$ cat src/rtl/loader_pkg.sv
// Shared types and constants for the byte-serial program loader.
// Latency: n/a (declarations only).
// Backpressure: n/a (declarations only).
package loader_pkg;

    localparam int BYTES_PER_WORD = 4;
    localparam int LEN_BYTES      = 2;

    typedef enum logic [2:0] {
        S_LEN0,
        S_LEN1,
        S_DATA,
        S_CSUM,
        S_DONE,
        S_ERROR
    } loader_state_t;

endpackage

$ cat src/rtl/program_loader_word_assembler.sv
// Collects payload bytes little-endian into 32-bit instruction words.
// Latency: word_vld/word_dat are combinational on the byte that completes a word.
// Backpressure: none; consumes a byte whenever shift is high.
//
// Ports: clock/reset, shift (byte accepted in payload phase), byte_dat,
//        word_dat (assembled word incl. current byte), word_vld (4th byte now).
module word_assembler
    import loader_pkg::*;
(
    input  logic        clock,
    input  logic        reset,
    input  logic        shift,
    input  logic [7:0]  byte_dat,
    output logic [31:0] word_dat,
    output logic        word_vld
);

    localparam int CNT_W = $clog2(BYTES_PER_WORD);
    localparam logic [CNT_W-1:0] LAST_BYTE = CNT_W'(BYTES_PER_WORD - 1);

    logic [CNT_W-1:0] byte_cnt;
    // Earlier bytes of the current word; newest byte enters at the top so the
    // first byte received ends up in bits [7:0].
    logic [23:0]      partial;

    always_ff @(posedge clock or posedge reset) begin
        if (reset) begin
            byte_cnt <= '0;
            partial  <= '0;
        end else if (shift) begin
            byte_cnt <= byte_cnt + 1'b1;
            partial  <= {byte_dat, partial[23:8]};
        end
    end

    assign word_dat = {byte_dat, partial};
    assign word_vld = shift && (byte_cnt == LAST_BYTE);

endmodule

$ cat src/rtl/program_loader.sv
// Boot loader: parses [len16][payload][xor csum] and writes words to imem.
// Latency: mem_we one cycle after a word's 4th byte; done/error one cycle after last byte.
// Backpressure: in_ready high for the whole image, low only once done or error.
//
// Ports: clock, reset (async, active-high), in_valid/in_byte/in_ready byte stream,
//        mem_we/mem_address/mem_write_data imem write port, cpu_hold, done, error.
module program_loader
    import loader_pkg::*;
#(
    parameter logic [31:0] BASE_ADDR = 32'h0,
    parameter int unsigned MAX_WORDS = 64
) (
    input  logic        clock,
    input  logic        reset,
    input  logic        in_valid,
    input  logic [7:0]  in_byte,
    output logic        in_ready,
    output logic        mem_we,
    output logic [31:0] mem_address,
    output logic [31:0] mem_write_data,
    output logic        cpu_hold,
    output logic        done,
    output logic        error
);

    loader_state_t state, state_nxt;

    logic [7:0]  len_lo;
    logic [15:0] len;
    logic [15:0] word_cnt;
    logic [7:0]  csum;

    logic        accept;
    logic [15:0] len_word;
    logic        shift;
    logic [31:0] word_dat;
    logic        word_vld;

    assign in_ready = (state == S_LEN0) || (state == S_LEN1) ||
                      (state == S_DATA) || (state == S_CSUM);
    assign accept   = in_valid && in_ready;
    assign len_word = {in_byte, len_lo};
    assign shift    = accept && (state == S_DATA);

    word_assembler u_word_assembler (
        .clock    (clock),
        .reset    (reset),
        .shift    (shift),
        .byte_dat (in_byte),
        .word_dat (word_dat),
        .word_vld (word_vld)
    );

    always_comb begin
        state_nxt = state;
        case (state)
            S_LEN0: if (accept) state_nxt = S_LEN1;
            S_LEN1: begin
                if (accept) begin
                    if ({16'h0, len_word} > MAX_WORDS) state_nxt = S_ERROR;
                    else if (len_word == 16'h0)       state_nxt = S_CSUM;
                    else                              state_nxt = S_DATA;
                end
            end
            // len is nonzero here, so len-1 cannot underflow.
            S_DATA: if (word_vld && (word_cnt == len - 16'd1)) state_nxt = S_CSUM;
            S_CSUM: begin
                if (accept) state_nxt = (in_byte == csum) ? S_DONE : S_ERROR;
            end
            default: state_nxt = state;
        endcase
    end

    always_ff @(posedge clock or posedge reset) begin
        if (reset) begin
            state          <= S_LEN0;
            len_lo         <= '0;
            len            <= '0;
            word_cnt       <= '0;
            csum           <= '0;
            mem_we         <= 1'b0;
            mem_address    <= BASE_ADDR;
            mem_write_data <= '0;
        end else begin
            state  <= state_nxt;
            mem_we <= word_vld;
            // Checksum covers every byte before the checksum byte itself.
            if (accept && (state != S_CSUM)) csum <= csum ^ in_byte;
            if (accept && (state == S_LEN0)) len_lo <= in_byte;
            if (accept && (state == S_LEN1)) len <= len_word;
            if (word_vld) begin
                word_cnt       <= word_cnt + 16'd1;
                mem_address    <= BASE_ADDR + {14'b0, word_cnt, 2'b00};
                mem_write_data <= word_dat;
            end
        end
    end

    assign done     = (state == S_DONE);
    assign error    = (state == S_ERROR);
    assign cpu_hold = ~done;

endmodule

$ cat config.mk
export PLATFORM = sky130hd
export DESIGN_NAME = program_loader
export DESIGN_NICKNAME = d
export VERILOG_FILES = /design/src/rtl/loader_pkg.sv /design/src/rtl/program_loader_word_assembler.sv /design/src/rtl/program_loader.sv
export SDC_FILE = /design/constraint.sdc
export NUM_CORES = 1
export LEC_CHECK = 0
export CORE_ASPECT_RATIO = 0.75
export CORE_UTILIZATION = 45
export DETAILED_ROUTE_END_ITERATION = 8
export GPL_TIMING_DRIVEN = 1
export PLACE_DENSITY = 0.8
export SLEW_MARGIN = 20
export SYNTH_ARGS = -nofsm -noshare
export SYNTH_HDL_FRONTEND = slang
export SYNTH_SLANG_ARGS = --single-unit
$ cat constraint.sdc
create_clock -name clock -period 3.4 [get_ports clock]
set_input_delay 0.34 -clock clock [delete_from_list [all_inputs] [get_ports clock]]
set_output_delay 0.34 -clock clock [all_outputs]
set_load 0.02 [all_outputs]
# After elaboration in Yosys (flattened, before gate mapping)
# Cells that the tools add are included.
dict set report totals {
  reg_bits 126
}
dict set report op_classes {
  addsub 3
  bitwise 2
  muxes 8
  reduce_logical 14
  order_cmp 1
  eq_ne 13
}
# op n
set op_table {}
lappend op_table {{adder 16 x 1 -> 16 bit, second input constant} 1}
lappend op_table {{== test 16 bit} 1}
lappend op_table {{greater-than comparator 16 x 7 -> 1 bit, second input constant} 1}
lappend op_table {{logical NOT 16 bit} 1}
lappend op_table {{subtractor 16 x 1 -> 16 bit, second input constant} 1}
lappend op_table {{two-way mux 3 bit} 5}
lappend op_table {{one-hot mux 3 bit (4 select lines)} 1}
lappend op_table {{== test 8 bit} 1}
lappend op_table {{XOR 8 bit} 1}
lappend op_table {{logical AND 1 bit} 7}
lappend op_table {{== test 3 x 2 -> 1 bit, second input constant} 2}
lappend op_table {{== test 3 bit, second input constant} 2}
lappend op_table {{inequality test 2 bit, second input constant} 3}
lappend op_table {{AND reduction 5 bit} 1}
lappend op_table {{nonzero test 4 bit} 1}
lappend op_table {{== test 3 x 1 -> 1 bit, second input constant} 1}
lappend op_table {{logical NOT 3 bit} 1}
lappend op_table {{logical OR 1 bit} 3}
lappend op_table {{inequality test 3 x 2 -> 1 bit, second input constant} 1}
lappend op_table {{adder 2 x 1 -> 2 bit, second input constant} 1}
lappend op_table {{== test 2 bit, second input constant} 1}
lappend op_table {{two-way mux 1 bit} 2}
lappend op_table {{inequality test 2 x 1 -> 1 bit, second input constant} 1}
lappend op_table {{NOT 1 bit} 1}

# Depth between registers and ports, before layout
dict set report depth {
  depth_word 10
  ltp_mapped 8
  depth_no_buf 8
}

# Cells and area by module
# A second synthesis with hierarchy kept.
dict set report hier_totals {
  cells_unflattened 443
  hier_area_um2 5765.5
}
# mod cells_per_inst area_each_um2 instances
set modules_own_cells {}
lappend modules_own_cells {program_loader 377 4623.2 1}
lappend modules_own_cells {word_assembler 66 1142.3 1}

# Worst setup path before layout
# OpenSTA, ideal clock, no wires.
dict set report synth_path {
  kind {register -> register}
  startpoint {register len[0]}
  endpoint {register state[0]}
  slack_ns 1.136
  arrival_ns 2.172
  stages_incl_launch_ff 9
  synth_period_minus_slack_ns 2.264
  path_cell_list {dfrtp_1 > inv_1 > ha_1 > or4b_4 > o21ai_2 > nor3b_2 > nor3_1 > or4_4 > o31ai_2}
}
dict set report synth_between {
  elab_chain_cells 5
}
# item line_no
set synth_lines {}
lappend synth_lines {{from (decl)} program_loader.sv:29} ;# logic [15:0] len;
lappend synth_lines {{from (signal assigned)} program_loader.sv:90} ;# if (accept && (state == S_LEN1)) len <= len_word;
lappend synth_lines {{subtractor 16 x 1 -> 16 bit} program_loader.sv:66} ;# S_DATA: if (word_vld && (word_cnt == len - 16'd1)) state_nxt = S_CSUM;
lappend synth_lines {{== test 16 bit} program_loader.sv:66}
lappend synth_lines {{logical AND 1 bit} program_loader.sv:66}
lappend synth_lines {{inequality test 2 x 1 -> 1 bit (no source line)} n/a}
lappend synth_lines {{AND reduction 5 bit (no source line)} n/a}
lappend synth_lines {{to (signal assigned)} program_loader.sv:85} ;# state <= state_nxt;
lappend synth_lines {{to (decl)} program_loader.sv:26} ;# loader_state_t state, state_nxt;
# Every way passes these cells.
# A chain may end at the register's enable or synchronous reset.

# Worst setup path after layout
# Ends and elaborated chain as after synthesis.

==> impl_metrics.yaml <==
timing:
  hold_viol: 0
  fin_tns_setup_ns: 0
  slew_violations: 0
  worst_pin_slew_ns: 0.731
  fin_skew_ns: 0.0100
  rsz0062_at_grt: "false"
  period_share_pct: 74.0
  relSlewSlack_pct: 51.3
  whs_ns: 0.488
  setup_violations: 0
  layout_min_cycle_time_ns: 2.52
  fmax_mhz: 397
clock_network:
  cts_setup_buffers: 0
  holdBufCountCts: 0
  clock_latency_ns: 0.41
  cts_sinks: 126
  cts_buffers: 17
  cts_max_level: 4
  cts-root-buf: "clkbuf_16"
  cts_tree: "built"
  cts.clk_slew.worst_paths_ns: 0.06
  cts-resized-gates: 0
  clock_tree.buffer_depth: 2
detailed_routing:
  wl_um: 11500
  first_pass_iters: 6
  viasPerCell: 5.16
  wl_per_cell_um: 16.6
  vias: 3565
  drc: 2
  postRouteAntennaNets: 0
  drtIter0Drc: 246
power_and_ir_drop:
  seq_power_share_pct: 40.5
  switching_share_pct: 20.1
  power.switching_mw: 0.761
  p_comb_share_pct: 3.3
  clockPowerShare_pct: 56.1
  internal_power_mw: 3.02
  power_density_nw_per_um2: 528
  power.leakage_nw: 3.34
  vdd_drop_max_v: 0.000347
synthesis:
  synth-compound-area-share_pct: 2.05
  yosysSeqAreaShare_pct: 55.5
  yosysUniqueCellTypes: 44
  syn_area_um2: 5680
  ys.flop_type: "dfrtp_1"
  synth-simple-area-share_pct: 9.95
  async_flop_share_pct: 100
  synth_top_family_by_area: "multiplexers"
  synth_seq_cells: 126
  synth_xor_area_share_pct: 8.48
  synthAdderAreaFrac_pct: 0.661
  synth-edff-count: 0
  syn_avg_cell_area_um2: 12.9
  synthMuxAreaShare_pct: 19.4
  synth_cells: 442
  synth-warning-count: 0
critical_path:
  cp.required_ns: 3.72
  crit_fanout: 6
  r2r_cells: 7
  start_kind: "register"
  path_cells: "inv_1 > ha_1 > nand3_1 > a2111oi_0 > nand4_1 > or4_4 > o31ai_2"
  crit_arrival_ns: 2.84
  crit_type: "reg2reg"
  worstSetupEndpointType: "register"
  crit_slowest_cell: "a2111oi_0"
  cpPeakStageDelay_ns: 0.66
flow_run:
  cap_violations: 0
cells_and_area:
  layout-drive-gt1-share_pct: 27.6
  fillers: 947
  final_cell_mix: "126 x dfrtp_1, 97 x mux2_2, 63 x clkdlybuf4s50_1, 39 x xnor2_1, 27 x nand2_1"
  fin_nets: 526
  n_antenna_cell: 0
  final_common_cell: "dfrtp_1"
  areaGrowthSynthToFinish_pct: 25.9
floorplan:
  initial_core_util_pct: 46.2
  die_w_um: 132
  dieArea_um2: 13100
  fp-row-count: 35
  io_pins: 80
  coreArea_um2: 12300
  die_height_um: 99.3
outcome:
  status: "finished, violations left"
  failed_checks: "design-rule violations"
global_routing:
  antenna_found_initial: 0
  grt_max_degree: 127
  overflow: 0
  grt_pass1_wl_um: 19500
  groute.usage.overall_pct: 19.3
  grt_pass1_vias: 3758
place:
  place_congestion: 0.807
  io_buffers: 63
  dp_hpwl_um: 7480
hold_path:
  hold_path_class: "in2async"
kinds of logic after synthesis:
logic type,Yosys count
flip-flops,126
AND/OR/NAND/NOR,102
multiplexers,98
XOR/XNOR,55
buffers and inverters,40
AO/OA/AOI/OAI,17
adder cells (fa/ha/maj),3
other,1
stage by stage:
stage | instances | util, % | total power, mW | setup WS [ns] | instance area, um2
after floorplan | 457 | - | 1.64 | 1.14 | 5740
after global placement | 659 | 52.5 | 1.68 | 0.860 | 6460
after detailed placement | 659 | 52.5 | 1.68 | 0.774 | 6460
after CTS | 691 | 58.1 | 3.81 | 0.916 | 7150
after global routing | 691 | 58.1 | 3.90 | 0.745 | 7150
final | 691 | 58.1 | 3.78 | 0.882 | 7150
worst max-delay path: cells and delay by family (launching register included):
| kind | cells | cell delay [ns] |
|---|---|---|
| compound gates | 2 | 0.84 |
| fa+ha+maj | 1 | 0.28 |
| buf+inv | 1 | 0.09 |
| flops | 1 | 0.41 |
| simple gates | 3 | 0.82 |
routing by layer:
layer	GRT usage (%)	part of all wire (%)
met1	25.6	46
met2	30.6	48
met3	4.59	4.7
met4	8.05	1.5
met5	0	0
worst paths after layout:
check	startpoint	to	slack, ns
max	len[0]	state[0]	0.88
min	reset	mem_write_data[3]	0.49
max reg2reg	len[0]	state[0]	0.88
min reg2reg	csum[4]	csum[4]	0.49
max in group asynchronous	reset	mem_write_data[13]	2.42
min in group clock	csum[4]	csum[4]	0.49
cells in the mapped netlist, types with 2 or more instances:
cell	number	area share (%)
a21oi_1	3	0.26
and3_1	4	0.44
buf_2	3	0.26
buf_4	16	2.1
clkbuf_1	13	0.86
dfrtp_1	126	55
ha_1	3	0.66
inv_1	6	0.40
mux2_2	97	19
nand2_1	27	1.8
nand2b_1	2	0.22
nand3_1	11	0.97
nand4_1	5	0.55
nor2_1	15	0.99
nor2b_1	2	0.22
nor3_1	12	1.1
nor3b_1	5	0.66
nor3b_2	2	0.44
nor4_1	6	0.66
o21ai_0	5	0.44
or3_1	3	0.33
xnor2_1	39	6.0
xor2_1	16	2.5
flip-flops by register name, indices dropped and copies added (netlist names):
| register | count |
|---|---|
| len_lo | 8 |
| state | 3 |
| mem_write_data | 32 |
| len | 16 |
| mem_address | 16 |
| csum | 8 |
| word_cnt | 16 |
| u_word_assembler.byte_cnt | 2 |
| mem_we | 1 |
| u_word_assembler.partial | 24 |
layout make-up:
class                           count  area (um2)  area share, %
Sequential cell                   126        3150           44.1
Multi-Input combinational cell    291        2380           33.3
Timing Repair Buffer               69         688           9.62
Clock buffer                       19         433           6.05
Clock inverter                     13         262           3.66
Tap cell                          166         208           2.90
Inverter                            7        30.0          0.420
power by group through the flow:
stage,registers [mW],clock network (mW),logic [mW]
2_1_floorplan,1.56,0,0.0838
3_3_place_gp,1.56,0,0.125
3_5_place_dp,1.56,0,0.127
4_1_cts,1.53,2.15,0.128
5_1_grt,1.53,2.22,0.139
6_report,1.53,2.12,0.126
Power figures use the tool's default switching activity.
